===== src/rtl/sub86_ifetch.sv =====
// Instruction prefetch for the sub86 core: streams 32-bit words from memory
// into a small FIFO and serves 16-bit parcels, stalling the core on a miss.
module sub86_ifetch #(
  parameter int DEPTH = 4
) (
  input  logic        CLK,
  input  logic        RSTN,
  input  logic [31:0] IA,
  output logic [15:0] ID,
  output logic        CE,
  output logic [31:0] MA,
  output logic        MREQ,
  input  logic        MRDY,
  input  logic [31:0] MD
);

  localparam int PW = (DEPTH > 1) ? $clog2(DEPTH) : 1;
  localparam int CW = PW + 1;

  typedef enum logic {FILL, DISCARD} state_t;

  state_t        state, state_nx;
  logic [31:0]   fifo_mem [DEPTH];
  logic [PW-1:0] rd_ptr, wr_ptr, sel_ptr;
  logic [CW-1:0] count;
  logic [29:0]   base, fetch, hold;

  logic [29:0]   ia_w, off;
  logic          hit0, hit1, hit, pending, redirect;
  logic          mreq_int, push, pop;
  logic [31:0]   ma_int, hit_word;
  logic [15:0]   parcel;
  logic          unused_ia0;

  assign unused_ia0 = IA[0];

  // Lookup: the current word or the one after it may be served.
  assign ia_w     = IA[31:2];
  assign off      = ia_w - base;
  assign hit0     = (count != '0) && (off == 30'd0);
  assign hit1     = (count >= CW'(2)) && (off == 30'd1);
  assign hit      = hit0 | hit1;
  assign pending  = (ia_w == fetch) && (off <= 30'(count));
  assign redirect = !hit && !pending;
  assign pop      = hit1;

  assign sel_ptr  = rd_ptr + PW'(hit1);
  assign hit_word = fifo_mem[sel_ptr];
  assign parcel   = IA[1] ? {hit_word[23:16], hit_word[31:24]}
                          : {hit_word[7:0],   hit_word[15:8]};

  always_comb begin
    state_nx = state;
    mreq_int = 1'b0;
    ma_int   = {fetch, 2'b00};
    push     = 1'b0;
    case (state)
      FILL: begin
        mreq_int = (count != CW'(DEPTH));
        if (redirect) begin
          // An unanswered request must be carried to completion and dropped.
          if (mreq_int && !MRDY) state_nx = DISCARD;
        end else begin
          push = mreq_int && MRDY;
        end
      end
      DISCARD: begin
        mreq_int = 1'b1;
        ma_int   = {hold, 2'b00};
        if (MRDY) state_nx = FILL;
      end
      default: state_nx = FILL;
    endcase
  end

  assign CE   = RSTN && hit;
  assign ID   = (RSTN && hit) ? parcel : 16'h0000;
  assign MREQ = RSTN && mreq_int;
  assign MA   = RSTN ? ma_int : 32'h0000_0000;

  always_ff @(posedge CLK) begin
    if (!RSTN) begin
      state  <= FILL;
      count  <= '0;
      base   <= '0;
      fetch  <= '0;
      hold   <= '0;
      rd_ptr <= '0;
      wr_ptr <= '0;
    end else begin
      state <= state_nx;
      if (redirect) begin
        count  <= '0;
        base   <= ia_w;
        fetch  <= ia_w;
        rd_ptr <= '0;
        wr_ptr <= '0;
        if (state == FILL && state_nx == DISCARD) hold <= fetch;
      end else begin
        if (push) begin
          wr_ptr <= wr_ptr + PW'(1);
          fetch  <= fetch + 30'd1;
        end
        if (pop) begin
          rd_ptr <= rd_ptr + PW'(1);
          base   <= base + 30'd1;
        end
        count <= count + CW'(push) - CW'(pop);
      end
    end
  end

  // Word storage carries no reset; count/pointers define what is valid.
  always_ff @(posedge CLK) begin
    if (push) fifo_mem[wr_ptr] <= MD;
  end

endmodule


===== config.mk =====
export PLATFORM = sky130hd
export DESIGN_NAME = sub86_ifetch
export DESIGN_NICKNAME = d
export VERILOG_FILES = /design/src/rtl/sub86_ifetch.sv
export SDC_FILE = /design/constraint.sdc
export NUM_CORES = 1
export LEC_CHECK = 0
export ABC_CLOCK_PERIOD_IN_PS = 19000
export BUFFER_PORTS_ARGS = -buffer_cell sky130_fd_sc_hd__buf_4
export CAP_MARGIN = 20
export CORE_MARGIN = 4
export CORE_UTILIZATION = 48
export CTS_CLUSTER_DIAMETER = 40
export DETAILED_ROUTE_END_ITERATION = 6
export PLACE_DENSITY = 0.77
export SLEW_MARGIN = 20
export SYNTH_ARGS = -nofsm -noshare
export SYNTH_HDL_FRONTEND = slang
export SYNTH_SLANG_ARGS = --single-unit

===== constraint.sdc =====
create_clock -name CLK -period 19 [get_ports CLK]
set_input_delay 3.8 -clock CLK [delete_from_list [all_inputs] [get_ports CLK]]
set_output_delay 3.8 -clock CLK [all_outputs]
set_load 0.02 [all_outputs]

==> summary.md <==
| Metric | Value |
|---|---|
| Required @ worst endpoint | `15.20 ns` |
| Antenna Diode Count | `0` |
| Setup TNS | `0 ns` |
| CTS Sinks | `226` |
| Crit path max fanout | `66` |
| Worst path max stage delay | `0.90 ns` |
| Most instantiated cells after synthesis | `nand2_1, edfxtp_1, nor2_1` |
| Final nets | `1639` |
| DRC | `3` |
| CP most frequent cell | `buf_4` |
| Cells resized by post-CTS repair | `0` |
| Synth warn | `0` |
| Die width | `180 um` |
| Pwr per Cell Area | `78.4 mW/mm^2` |
| Fin crit share | `71.6%` |
| Yosys reg bits | `226` |
| Final GP Congestion | `0.934` |
| CTS root buffer | `clkbuf_16` |
| Area leader, netlist | `edfxtp_1` |
| Placed Instances | `1881` |
| Status | `finished, violations left` |
| Post-DP HPWL | `26800 um` |
| Top cell type's share of synthesized area | `27.0%` |
| DR WL/cell | `20.6 um` |
| EDFF count, synth | `128` |
| CTS tree | `yes` |
| Placeable core region | `0.0290 sq mm` |
| Final hold vios | `0` |
| Least-Margin Pin Slew | `1.08 ns` |
| R2R Path End | `count[1]` |
| R2R Path Start | `base[0]` |
| Ranking of synthesized cells by area | `edfxtp_1, dfxtp_1, mux2i_1` |
| Gr usage total | `23.4%` |
| Worst setup EP type | `primary output` |
| Max_slew headroom | `27.5%` |
| Clk buf depth | `3` |
| Grt ovf | `0` |
| Fillers | `2550` |
| Fmax | `73.5 MHz` |
| Pin count of the biggest net entering global routing | `96` |
| Hold depth | `2` |
| CP top delay family | `simple AND/OR/NAND/NOR gates` |
| Failing checks | `DRC` |
| Vias post-DR | `12200` |
| Post-synth cell types | `76` |
| Starting density of the core | `49.0%` |
| Mean Syn Cell Area | `9.53 sq um` |
| Final ANT Viol Nets | `0` |
| Post-CTS setup buffer count | `0` |
| FP Rows | `62` |
| Max-slew violations | `0` |
| Vias in the first global route | `11900` |
| Fin cells | `1935` |
| WP data arrival | `9.80 ns` |
| Vias/cell | `6.33` |
| Peak supply drop | `0.0670 mV` |
| WHS Endpoint | `hold[15]` |
| Post-layout min period | `13.60 ns` |
| Worst Hold Launch | `hold[15]` |
| Mapped Cells | `1493` |
| I/O pins | `117` |
| Worst R2R Setup Slack | `13.23 ns` |
| Worst path slowest cell | `nor4_2` |
| Layout cells sized above 1 | `16.2%` |
| CTS Buf Count | `29` |
| Clock Skews | `0.0166 ns` |
| Ys flop type | `edfxtp_1` |
| WS Path Type | `in2out` |
| Sequential-to-total area share from yosys stat | `40.8%` |
| Top-count cell post-synth | `nand2_1` |
| Area grow syn2layout | `14.1%` |
| Hold Crit Class | `reg2reg` |
| Synth async-reset ratio | `0%` |
| Core occupancy in the finished layout | `56.0%` |
| Overall routed net length | `39800 um` |
| Design Power | `1.27 mW` |
| Unrepaired setup endpoints after global routing | `no` |
| Worst path cell trace | `buf_4 -> inv_1 -> ha_1 -> fa_1 -> nand2b_1 -> a211o_1 -> a211oi_1 -> o21ai_0 -> a22oi_1 -> o2111ai_4 -> buf_4 -> nor4_2 -> and4_1 -> ha_2 -> xor2_4 -> buf_16 -> mux4_2 -> mux2i_1 -> nor2_1 -> buf_4` |
| R2R cell count | `18` |
| Die area | `0.0325 sq mm` |
| CTS H-tree lvls | `1` |
| First-pass GRT wire length | `63600 um` |
| Synthesized cell area | `0.0142 sq mm` |
| Buf/Inv on CP | `5` |
| Leakage power | `5.59 nW` |
| Clk Latency, worst-skew pair | `0.56 ns` |
| Antenna violations before repair | `1` |
| Pre-Repair DR Iteration Count | `7` |
| Starting DRC count in detailed routing | `1242` |
| CTS Hold Buffers Added | `0` |
| Port Buffers | `113` |
| Worst-path clk slew | `0.06 ns` |
| CP Launch Type | `primary input` |
| Die height | `180 um` |
| Final setup viols | `0` |
| Number of max-cap violations | `0` |
| Fin Hold WS | `0.530 ns` |
-- area by class of cell --
class                   instances  area (sq um)  area share [%]
clock buffers                  35           778            4.79
flip-flops and latches        226          5810            35.8
well taps                     384           480            2.96
inverters                      53           199            1.23
clock inverters                19           175            1.08
repair buffers                131          1000            6.18
multi-input cells            1087          7790            48.0
-- routing by layer --
| layer | up-vias | GRT usage [%] | wire [um] |
|---|---|---|---|
| li1 | 5681 | - | - |
| met1 | 5903 | 30.2 | 15600 |
| met2 | 568 | 40.2 | 19700 |
| met3 | 94 | 4.38 | 3210 |
| met4 | 2 | 6.65 | 1300 |
| met5 | - | 0 | 11 |
-- cell usage in the layout, fill, tap and decap left out, types with 35 or more instances in the layout --
| cell type | synthesis | layout |
|---|---|---|
| mux2i_1 | 94 | 94 |
| a21oi_1 | 60 | 60 |
| nor3_1 | 40 | 35 |
| nand4_1 | 55 | 55 |
| dfxtp_1 | 98 | 97 |
| o21ai_0 | 44 | 44 |
| edfxtp_1 | 128 | 128 |
| buf_4 | 10 | 130 |
| nand3_1 | 94 | 94 |
| xnor2_1 | 54 | 54 |
| nand2_1 | 141 | 141 |
| inv_1 | 53 | 53 |
| ha_1 | 42 | 41 |
| nor4_1 | 48 | 48 |
| nor2_1 | 104 | 104 |
-- registers in the layout, summed over array words and instances, names as in the netlist --
register	count
hold	30
fetch	30
rd_ptr	2
base	30
state	1
fifo_mem	128
wr_ptr	2
count	3
-- cell families after synthesis --
family	Yosys count	share of synthesized area (%)
buffers and inverters	181	5.43
adders and majority gates	44	3.97
AOI/OAI and AO/OA	256	12.5
and+or+nand+nor	580	20.7
muxes	127	11.8
DFF	226	40.8
xor gates and xnor gates	78	4.80
other	1	0.0264
-- worst min-delay path: stages, from the launching register on --
cell and delay [ns]:
dfxtp_1 0.32, nand2_1 0.06, o221ai_1 0.09
-- worst max-delay path by stage --
stage	slack, ns	from	endpoint	depth (start not counted)
global placement	5.37	IA[2]	ID[7]	19
global route	5.11	IA[2]	ID[3]	20
floorplan	6.80	IA[2]	ID[10]	18
finish	5.40	IA[2]	ID[3]	20
detailed placement	5.51	IA[2]	ID[3]	20
CTS	5.46	IA[2]	ID[3]	20
-- report_power, final --
part / internal (mW) / switching (mW) / leakage [nW]
clock: 0.312 / 0.224 / 0.460
combinational: 0.0692 / 0.128 / 3.17
sequential: 0.526 / 0.0148 / 1.96
total: 0.906 / 0.367 / 5.59
-- metrics by stage --
stage / area, sq um / setup slack (ns)
2_1_floorplan: 14200 / 6.80
3_3_place_gp: 15200 / 5.37
3_5_place_dp: 15300 / 5.51
4_1_cts: 16200 / 5.46
5_1_grt: 16200 / 5.11
6_report: 16200 / 5.40
Power figures use the tool's default switching activity.
